`src/rtl/redmule_pkg.sv`:
```
// redmule_pkg
// Shared types for the RedMulE tile scheduler.
//   tile_sched_state_e : job sequencing states
//   tile_sched_cntrl_t : {rst, first_load} bundle in the same layout as the
//                        memory scheduler's scheduler-control input
//   TileSchedWdW       : width of the optional idle watchdog
//                        (used when REDMULE_TILE_SCHED_WATCHDOG_EN is defined)
package redmule_pkg;

  typedef enum logic [2:0] {
    IDLE   = 3'd0,
    RST    = 3'd1,
    LOAD   = 3'd2,
    RUN    = 3'd3,
    FINISH = 3'd4
  } tile_sched_state_e;

  typedef struct packed {
    logic rst;
    logic first_load;
  } tile_sched_cntrl_t;

  localparam int unsigned TileSchedWdW = 20;

endpackage

```
`src/rtl/redmule_tile_scheduler_sat_counter.sv`:
```
// redmule_sat_counter
// CntW-wide up counter that saturates at a runtime limit.
// Ports:
//   clk_i, rst_ni : clock, asynchronous active-low reset
//   clear         : synchronous clear to zero (wins over en)
//   en            : count request
//   limit         : value at which the counter holds
//   count         : registered count
//   count_nxt     : value the counter takes at the next edge
//   ovf           : en asserted while count == limit (request dropped)
module redmule_sat_counter #(
  parameter int unsigned CntW = 16
) (
  input  logic            clk_i,
  input  logic            rst_ni,
  input  logic            clear,
  input  logic            en,
  input  logic [CntW-1:0] limit,
  output logic [CntW-1:0] count,
  output logic [CntW-1:0] count_nxt,
  output logic            ovf
);

  logic [CntW-1:0] cnt_q;

  always_comb begin
    ovf       = en && (cnt_q == limit);
    count_nxt = cnt_q;
    if (clear) begin
      count_nxt = '0;
    end else if (en && !ovf) begin
      count_nxt = cnt_q + 1'b1;
    end
  end

  always_ff @(posedge clk_i or negedge rst_ni) begin
    if (!rst_ni) begin
      cnt_q <= '0;
    end else begin
      cnt_q <= count_nxt;
    end
  end

  assign count = cnt_q;

endmodule

```
`src/rtl/redmule_tile_scheduler.sv`:
```
// redmule_tile_scheduler
// Sequences one GEMM job: pulses the streamer reset, holds first_load until
// the X source accepts it, counts X loads and Z stores until both totals are
// reached, then pulses done.
// Ports:
//   clk_i, rst_ni          : clock, asynchronous active-low reset
//   clear_i                : synchronous soft clear (highest priority)
//   start_i                : job start, totals valid this cycle
//   tot_x_read_i/tot_z_store_i : job totals
//   x_ready_start_i        : X source accepts first load
//   x_done_i, z_done_i     : X load / Z store completion pulses
//   z_issue_i              : engine has a Z tile ready to store
//   rst_o, first_load_o    : memory scheduler control
//   z_priority_o           : Z store priority (registered)
//   busy_o, done_o, err_o  : job status
//   x_cnt_o, z_cnt_o       : completed loads / stores
// Optional: define REDMULE_TILE_SCHED_WATCHDOG_EN to enable the idle watchdog
// in LOAD/RUN that sets err_o and forces FINISH after 2^20-1 quiet cycles.
module redmule_tile_scheduler
  import redmule_pkg::*;
#(
  parameter int unsigned CntW     = 16,
  parameter int unsigned ZPrioThr = 2
) (
  input  logic            clk_i,
  input  logic            rst_ni,
  input  logic            clear_i,
  input  logic            start_i,
  input  logic [CntW-1:0] tot_x_read_i,
  input  logic [CntW-1:0] tot_z_store_i,
  input  logic            x_ready_start_i,
  input  logic            x_done_i,
  input  logic            z_issue_i,
  input  logic            z_done_i,
  output logic            rst_o,
  output logic            first_load_o,
  output logic            z_priority_o,
  output logic            busy_o,
  output logic            done_o,
  output logic            err_o,
  output logic [CntW-1:0] x_cnt_o,
  output logic [CntW-1:0] z_cnt_o
);

  tile_sched_state_e state_q, state_d;
  tile_sched_cntrl_t cntrl;

  logic [CntW-1:0] tot_x_q, tot_z_q;
  logic [CntW-1:0] x_cnt, z_cnt, iss_cnt;
  logic [CntW-1:0] x_nxt, z_nxt, iss_nxt;
  logic [CntW-1:0] pending, pending_nxt;
  logic            x_ovf, z_ovf, iss_ovf;
  logic            in_run, accept_start, cnt_clear;
  logic            z_underflow, err_set;
  logic            err_q, zprio_q;
  logic            wd_fire;

  assign in_run       = (state_q == RUN);
  assign accept_start = (state_q == IDLE) && start_i;
  // Counts stay visible after a job and are wiped only when the next job
  // begins, in RST, or on a soft clear.
  assign cnt_clear    = clear_i || accept_start || (state_q == RST);
  assign pending      = iss_cnt - z_cnt;
  assign pending_nxt  = iss_nxt - z_nxt;
  assign z_underflow  = in_run && z_done_i && (pending == '0);

  redmule_sat_counter #(.CntW(CntW)) u_x_cnt (
    .clk_i     (clk_i),
    .rst_ni    (rst_ni),
    .clear     (cnt_clear),
    .en        (in_run && x_done_i),
    .limit     (tot_x_q),
    .count     (x_cnt),
    .count_nxt (x_nxt),
    .ovf       (x_ovf)
  );

  // A store completion with nothing outstanding is dropped, not counted.
  redmule_sat_counter #(.CntW(CntW)) u_z_cnt (
    .clk_i     (clk_i),
    .rst_ni    (rst_ni),
    .clear     (cnt_clear),
    .en        (in_run && z_done_i && (pending != '0)),
    .limit     (tot_z_q),
    .count     (z_cnt),
    .count_nxt (z_nxt),
    .ovf       (z_ovf)
  );

  // Issued count only bounds pending; hitting all-ones would corrupt the
  // pending difference, so that case is reported as an error.
  redmule_sat_counter #(.CntW(CntW)) u_iss_cnt (
    .clk_i     (clk_i),
    .rst_ni    (rst_ni),
    .clear     (cnt_clear),
    .en        (in_run && z_issue_i),
    .limit     ({CntW{1'b1}}),
    .count     (iss_cnt),
    .count_nxt (iss_nxt),
    .ovf       (iss_ovf)
  );

`ifdef REDMULE_TILE_SCHED_WATCHDOG_EN
  logic [TileSchedWdW-1:0] wd_q;
  logic                    wd_active;

  assign wd_active = (state_q == LOAD) || (state_q == RUN);
  assign wd_fire   = wd_active && (wd_q == {TileSchedWdW{1'b1}});

  always_ff @(posedge clk_i or negedge rst_ni) begin
    if (!rst_ni) begin
      wd_q <= '0;
    end else if (clear_i || !wd_active || x_done_i || z_done_i || x_ready_start_i) begin
      wd_q <= '0;
    end else begin
      wd_q <= wd_q + 1'b1;
    end
  end
`else
  assign wd_fire = 1'b0;
`endif

  assign err_set = ((x_done_i || z_done_i) && !in_run) || x_ovf || z_ovf ||
                   iss_ovf || z_underflow || wd_fire;

  // Completion is judged on the post-update counts so done follows the last
  // completion pulse by exactly one cycle.
  always_comb begin
    state_d = state_q;
    unique case (state_q)
      IDLE: begin
        if (start_i) begin
          state_d = ((tot_x_read_i == '0) || (tot_z_store_i == '0)) ? FINISH : RST;
        end
      end
      RST:    state_d = LOAD;
      LOAD:   if (x_ready_start_i) state_d = RUN;
      RUN:    if ((x_nxt == tot_x_q) && (z_nxt == tot_z_q)) state_d = FINISH;
      FINISH: state_d = IDLE;
      default: state_d = IDLE;
    endcase
    if (wd_fire) state_d = FINISH;
    if (clear_i) state_d = IDLE;
  end

  always_ff @(posedge clk_i or negedge rst_ni) begin
    if (!rst_ni) begin
      state_q <= IDLE;
      tot_x_q <= '0;
      tot_z_q <= '0;
      err_q   <= 1'b0;
      zprio_q <= 1'b0;
    end else begin
      state_q <= state_d;
      if (accept_start && !clear_i) begin
        tot_x_q <= tot_x_read_i;
        tot_z_q <= tot_z_store_i;
      end
      err_q   <= clear_i ? 1'b0 : (err_q | err_set);
      zprio_q <= !clear_i && in_run && (pending_nxt >= CntW'(ZPrioThr));
    end
  end

  assign cntrl.rst        = (state_q == RST);
  assign cntrl.first_load = (state_q == LOAD);

  assign rst_o        = cntrl.rst;
  assign first_load_o = cntrl.first_load;
  assign z_priority_o = zprio_q;
  assign busy_o       = (state_q != IDLE);
  assign done_o       = (state_q == FINISH);
  assign err_o        = err_q;
  assign x_cnt_o      = x_cnt;
  assign z_cnt_o      = z_cnt;

endmodule

```
`config.mk`:
```
export PLATFORM = sky130hd
export DESIGN_NAME = redmule_tile_scheduler
export DESIGN_NICKNAME = d
export VERILOG_FILES = /design/src/rtl/redmule_pkg.sv /design/src/rtl/redmule_tile_scheduler_sat_counter.sv /design/src/rtl/redmule_tile_scheduler.sv
export SDC_FILE = /design/constraint.sdc
export NUM_CORES = 1
export LEC_CHECK = 0
export CORE_MARGIN = 5
export CORE_UTILIZATION = 30
export DETAILED_ROUTE_END_ITERATION = 12
export REMOVE_ABC_BUFFERS = 1
export SYNTH_ARGS = -nofsm -noshare
export SYNTH_HDL_FRONTEND = slang
export SYNTH_SLANG_ARGS = --single-unit
```
`constraint.sdc`:
```
create_clock -name clk_i -period 5.75 [get_ports clk_i]
set_input_delay 1.15 -clock clk_i [delete_from_list [all_inputs] [get_ports clk_i]]
set_output_delay 1.15 -clock clk_i [all_outputs]
set_load 0.02 [all_outputs]
```
==> results of run 1 <==
-- critical path, delay by kind of cell, from the launching register on --
family,cells,cell delay [ns]
adders and majority gates,2,0.69
buffers and inverters,2,0.26
and+or+nand+nor,8,2.16
AOI/OAI and AO/OA,8,1.69
xor gates and xnor gates,1,0.06
DFF,1,0.39
-- layer usage --
layer,global-route usage (%),part of all wire [%],routed length [µm]
met5,0,0,0
met3,2.110,5.2,1243
met2,27.04,46,11040
met4,5.137,1.6,387
met1,25.34,47,11440
-- cell families after synthesis --
kind of cell,Yosys count
multiplexers,46
AND/OR/NAND/NOR,326
XOR/XNOR,83
flip-flops,85
AO/OA/AOI/OAI,189
adder cells (fa/ha/maj),34
buffers and inverters,92
-- final cells by class --
cell class              count  area share (%)
repair buffers            131           12.82
clock inverters             5          0.9295
clock buffers              10           2.501
flip-flops and latches     85           23.25
inverters                  54           2.214
well taps                 324           4.429
multi-input cells         678           53.85
-- metrics by stage --
stage                      TNS, ns  instances  utilization, %  setup WS (ns)
after global routing      -0.04586       1287           38.09       -0.04586
after detailed placement         0       1263           35.75         0.1032
after global placement           0       1263           35.75         0.1565
after CTS                        0       1278           37.06        0.03563
after floorplan                  0        817               -        0.09944
final                            0       1287           38.09         0.3623
-- flip-flops by register name, indices dropped and copies added, names as in the netlist --
name and cells:
u_z_cnt.count 16, tot_x_q 16, state_q 3, u_x_cnt.count 16, z_priority_o 1, tot_z_q 16, u_iss_cnt.count 16, err_o 1
-- how the worst max path moves through the flow --
stage / startpoint / slack [ns] / endpoint
5_1_grt: u_z_cnt.count[5] / -0.05 / z_priority_o
2_1_floorplan: start_i / 0.1 / z_priority_o
3_5_place_dp: u_iss_cnt.count[6] / 0.10 / z_priority_o
3_3_place_gp: u_z_cnt.count[4] / 0.16 / z_priority_o
4_1_cts: u_iss_cnt.count[6] / 0.04 / z_priority_o
6_report: u_z_cnt.count[5] / 0.36 / z_priority_o
-- placed cells by master (no fill, tap or decap), types with 26 or more instances in the layout --
cell and instances:
a21oi_1 36, buf_4 55, clkdlybuf4s50_1 76, dfrtp_1 84, inv_1 51, mux2_2 33, nand2_1 59, nor2_1 74
nor4_1 26, o21ai_0 29, xnor2_1 50, xor2_1 33
-- power groups by stage --
| stage | clock network (mW) | registers, mW | logic [mW] |
|---|---|---|---|
| floorplan | 0 | 0.830 | 0.400 |
| finish | 0.633 | 0.899 | 0.560 |
| detailed placement | 0 | 0.903 | 0.554 |
| global route | 0.664 | 0.913 | 0.614 |
| global placement | 0 | 0.900 | 0.546 |
| CTS | 0.647 | 0.892 | 0.558 |
-- timing repair --
action,in CTS,in global routing
resized for setup,0,39
setup endpoints to repair,0,1
setup buffers,0,9
==> metrics.cfg, run 1 <==
[run_status]
outcome = finished clean

[grt]
antenna_found_initial = 0
grt_pass1_vias = 6654
grt_max_degree = 64
grt-ovfl-total = 0
grt_use_total_pct = 17.40
grt_pass1_wl_um = 37380

[synth]
postSynthCellCount = 855
yosysUniqueCellTypes = 79
yosysTopAreaCell = dfrtp_1
synth_common_cells = 85 x dfrtp_1, 76 x nor2_1, 59 x nand2_1, 53 x inv_1, 50 x xnor2_1
synth_most_common_cell = dfrtp_1
synthAdderAreaFrac_pct = 5.968
async_reset_ff_share_pct = 100.0
yosys_warnings = 0
syn_area_um2 = 7254
synth_edf_count = 0
synthSimpleGateAreaFrac_pct = 24.25
synth_top_family_by_area = simple AND/OR/NAND/NOR gates
ys_top_cells_by_area = dfrtp_1 29%, xnor2_1 6.0%, ha_1 5.7%
ys_seq_area_share_pct = 29.32
synth_seq_cells = 85
synth_mux_area_share_pct = 6.968
synth_compound_area_share_pct = 18.23
avgSynthCellArea_um2 = 8.485
synth_top_area_share_pct = 29.32
synth_xor_area_share_pct = 10.02
ys.flop_type = dfrtp_1

[clocking]
numCtsBuffers = 9
cts-root-buf = clkbuf_16
cts.htree.levels = 3
cts.hold.buffers_added = 0
cts.sinks = 85
cts_buffer_depth = 2
cts_tree = yes
clock_latency_ns = 0.35
cts.clk_slew.worst_paths_ns = 0.06

[sta]
period_share_pct = 93.70
fmax_mhz = 185.6
skew_ns = 0.01126
finalHoldViolations = 0
max_slew_margin_pct = 43.68
worstMarginPinSlew_ns = 0.8447
finalMaxSlewViolations = 0
setup_violations = 0
fin_crit_ns = 5.388
holdWs_ns = 0.5765

[placed_design]
port_buffers = 77
dpl-instance-area_um2 = 8593
dp_hpwl_um = 18960
gp_congestion = 0.8974

[power_and_ir_drop]
net-switching-power_mw = 0.7076
power.density_nw_per_um2 = 228.6
fin_total_pwr_mw = 2.093
pwr-share-comb_pct = 26.8
irDropWorstVdd_mv = 0.1477
power.leakage_nw = 3.652
power_frac_clock_pct = 30.3
p_sw_share_pct = 33.81
internal_power_mw = 1.385
power.share.sequential_pct = 43.0

[routing]
wire_per_inst_um = 18.73
antenna_left = 0
vias = 7052
drc = 0
drtIter0Drc = 492
via_per_inst = 5.479
drtPass1Iterations = 6
wirelength_um = 24100

[worst_setup_path]
path_cells = inv_2 > ha_4 > a21o_1 > or3_1 > o211ai_1 > o21ai_2 > a2111oi_4 > buf_4 > nand4bb_1 > nor2_4 > nor2_1 > nand2_1 > xnor2_1 > nand2b_1 > ha_1 > o22ai_1 > or4_1 > nor4_1 > o2111ai_1 > a2111oi_2 > a31oi_1
critPathMaxFanout = 7
critPathRequiredTime_ns = 5.97
critical_path.startpoint_type = register
r2r-end = z_priority_o
critical_path_class = register to register
ff2ff_path_depth = 21
r2r_start = u_z_cnt.count[5]
slowest_stage = or4_1
crit_arrival_ns = 5.61
regToRegSetupSlack_ns = 0.36
cpPeakStageDelay_ns = 0.50
worstSetupEndpointType = register

[floorplan]
dieArea_um2 = 27390
die_w_um = 165.5
row_count = 57
ios = 78
core_area_um2 = 24030
fp.dieH_um = 165.5
start_util_pct = 30.18

[cells_and_area]
fillers = 2451
multi_input_area_um2 = 4930
fin_area_um2 = 9154
nets = 1033
area_growth_pct = 26.18
drive_above_1_share_pct = 15.16
seqCellArea_um2 = 2128
antenna_cells = 0

[worst_hold_path]
hp-class = register to register
hold_depth = 1
hold_start = tot_z_q[13]
min_to = tot_z_q[13]

[run]
cap_viol_max_count = 0

Note: power is estimated with default switching activity, not from simulation.
==> run 2: changes to the inputs <==
--- a/config.mk
+++ b/config.mk
@@ -11,4 +11,5 @@
 export REMOVE_ABC_BUFFERS = 1
 export SYNTH_ARGS = -nofsm -noshare
 export SYNTH_HDL_FRONTEND = slang
+export SYNTH_HIERARCHICAL = 1
 export SYNTH_SLANG_ARGS = --single-unit
==> metrics.cfg, run 2 <==
[grt]
grt_pass1_vias = 6265
grt_use_total_pct = 16.96
grt_pass1_wl_um = 34850
antenna_found_initial = 0
grt_max_degree = 54
grt-ovfl-total = 0

[synth]
synth_top_area_share_pct = 31.12
syn_area_um2 = 6834
avgSynthCellArea_um2 = 8.899
synth_common_cells = 85 x dfrtp_1, 54 x a21oi_1, 51 x xnor2_1, 46 x inv_1
synth_edf_count = 0
ys_seq_area_share_pct = 31.12
ys_top_cells_by_area = dfrtp_1 31%, xnor2_1 6.5%, ha_1 6.0%
postSynthCellCount = 768
ys.flop_type = dfrtp_1
async_reset_ff_share_pct = 100.0
yosys_warnings = 6
yosysTopAreaCell = dfrtp_1
synth_seq_cells = 85
synth_most_common_cell = dfrtp_1
yosysUniqueCellTypes = 69

[cells_and_area]
antenna_cells = 0
fin_area_um2 = 8650
most-common-layout-cells = 85 x dfrtp_1, 76 x clkdlybuf4s50_1, 59 x buf_4
fillers = 2239
utilization_pct = 38.44
area_growth_pct = 26.57
drive_above_1_share_pct = 15.98
nets = 970
final_common_cell = dfrtp_1

[sta]
finalHoldViolations = 0
period_share_pct = 95.73
skew_ns = 0.01108
worstMarginPinSlew_ns = 0.7324
fmax_mhz = 181.7
setup_ws_ns = 0.2454
max_slew_margin_pct = 50.81
finalMaxSlewViolations = 0
setup_violations = 0
fin_crit_ns = 5.505

[clocking]
cts.sinks = 85
clock_latency_ns = 0.36
cts.hold.buffers_added = 0
numCtsBuffers = 9
cts.clk_slew.worst_paths_ns = 0.07
cts-root-buf = clkbuf_16
cts_buffer_depth = 2
cts.htree.levels = 3
cts_tree = yes

[routing]
drtPass1Iterations = 5
wirelength_um = 22320
vias = 6437
drc = 0
antenna_left = 0
via_per_inst = 5.427
drtIter0Drc = 491
wire_per_inst_um = 18.82

[floorplan]
start_util_pct = 30.37
dieArea_um2 = 25900
fp.dieH_um = 160.9
row_count = 55
die_w_um = 160.9
core_area_um2 = 22500
ios = 78

[worst_setup_path]
critical_path.startpoint_type = register
crit_arrival_ns = 5.74
ff2ff_path_depth = 24
r2r-end = z_priority_o
worstSetupEndpointType = register
path_cells = inv_1 > ha_1 > or4_4 > o21ai_2 > a211o_2 > a31oi_1 > and4_1 > a311oi_2 > nor4_2 > nor2_2 > and3_4 > buf_4 > nand2_1 > or3_1 > a21oi_1 > inv_1 > ha_1 > o221ai_1 > a2111oi_0 > nand4_1 > a221o_1 > nor4_1 > o2111ai_1 > o31a_1
cpPeakStageDelay_ns = 0.55
critical_path_class = register to register
path_delay_family = simple AND/OR/NAND/NOR gates
critPathRequiredTime_ns = 5.99
critPathBufInv = 3
critPathMaxFanout = 7
r2r_start = u_z_cnt/count[5]
slowest_stage = or4_4
regToRegSetupSlack_ns = 0.25

[worst_hold_path]
hold_start = tot_z_q[14]
min_to = tot_z_q[14]
hp-class = register to register
hold_depth = 1

[run_status]
outcome = finished clean

[placed_design]
gp_congestion = 0.9402
port_buffers = 77
dpl-instance-area_um2 = 8302
place_ws_ns = 0.06084
dp_hpwl_um = 17590

[power_and_ir_drop]
power.leakage_nw = 3.535
irDropWorstVdd_mv = 0.1335
power.density_nw_per_um2 = 242.3

[run]
cap_viol_max_count = 0

==> run 2: changes by cell type in the layout (fill, tap and decap cells not counted), moves of 16 or more <==
cell / previous run / this run
nor2_1: 74 / 33
nand4_1: 22 / 40
conb_1: 0 / 16
a21oi_1: 36 / 52
or3_1: 11 / 34
nand2_1: 59 / 39
o21ai_1: 8 / 24
nand3_1: 24 / 8
nand2b_1: 23 / 3
==> run 2: cells by family (layout without fill, tap and decap cells) <==
family | count (synthesis) | count (layout) | synth area share (%)
AOI/OAI and AO/OA | 170 | 170 | 15.73
xor gates and xnor gates | 89 | 89 | 11.41
adders and majority gates | 34 | 34 | 6.335
buffers and inverters | 79 | 197 | 5.053
DFF | 85 | 85 | 31.12
muxes | 46 | 46 | 7.836
other | 1 | 16 | 0.05487
and+or+nand+nor | 264 | 264 | 22.46
==> run 2: power breakdown <==
group | internal [mW] | total (mW) | leakage [nW] | switching (mW)
Clock | 0.314 | 0.594 | 0.147 | 0.280
Combinational | 0.319 | 0.621 | 2.27 | 0.302
Sequential | 0.722 | 0.881 | 1.11 | 0.160
==> run 2: cell type report <==
type / count / area [µm²] / area share (%)
clock buffers: 10 / 239.0 / 2.763
clock inverters: 6 / 53.80 / 0.6220
inverters: 46 / 172.7 / 1.996
multi-input cells: 619 / 4497 / 51.99
flip-flops and latches: 85 / 2127 / 24.59
well taps: 285 / 356.6 / 4.123
repair buffers: 135 / 1204 / 13.92
==> run 2: through the flow <==
step	total power, mW	std cells	TNS [ns]	hold slack (ns)
after floorplan	1.275	750	0	0.5440
after global placement	1.503	1169	0	0.5606
after detailed placement	1.511	1169	0	0.5620
after CTS	2.105	1185	0	0.5773
after global routing	2.205	1186	-0.05896	0.6048
final	2.096	1186	0	0.5749
==> run 2: per-layer routing <==
layer  GRT usage, %  up-vias  share of wire (%)
li1               -     3063                  -
met1          24.45     3069                 47
met2          24.44      253                 42
met3          3.952       52                7.9
met4          6.669        0                3.4
met5              0        -                  0
==> run 2: worst max-delay path by stage <==
stage / from / end / slack, ns / cells after the start
detailed placement: u_iss_cnt/count[1] / z_priority_o / 0.06 / 22
CTS: u_iss_cnt/count[1] / z_priority_o / 0.003 / 22
global placement: u_iss_cnt/count[1] / z_priority_o / 0.13 / 22
floorplan: u_z_cnt/count[4] / z_priority_o / 0.27 / 24
global route: u_z_cnt/count[5] / z_priority_o / -0.06 / 25
finish: u_z_cnt/count[5] / z_priority_o / 0.25 / 24
==> run 2: worst register-to-register path, delay by kind of cell, from the launching register on <==
kind	cells	cell delay, ns
AO/OA/AOI/OAI	10	2.04
adder cells (fa/ha/maj)	2	0.64
buffers and inverters	3	0.25
flip-flops	1	0.36
AND/OR/NAND/NOR	9	2.12
==> run 2: what timing repair did <==
| action | in CTS | in global routing |
|---|---|---|
| setup buffers | 0 | 1 |
| endpoints found under the setup margin | 0 | 1 |
| gates resized for setup | 0 | 13 |
==> run 3: changes to the inputs <==
--- a/config.mk
+++ b/config.mk
@@ -5,6 +5,7 @@
 export SDC_FILE = /design/constraint.sdc
 export NUM_CORES = 1
 export LEC_CHECK = 0
+export CAP_MARGIN = 5
 export CORE_MARGIN = 5
 export CORE_UTILIZATION = 30
 export DETAILED_ROUTE_END_ITERATION = 12
==> results of run 3 <==
Same layout as run 2: the final DEF is identical, and so are final timing and power.
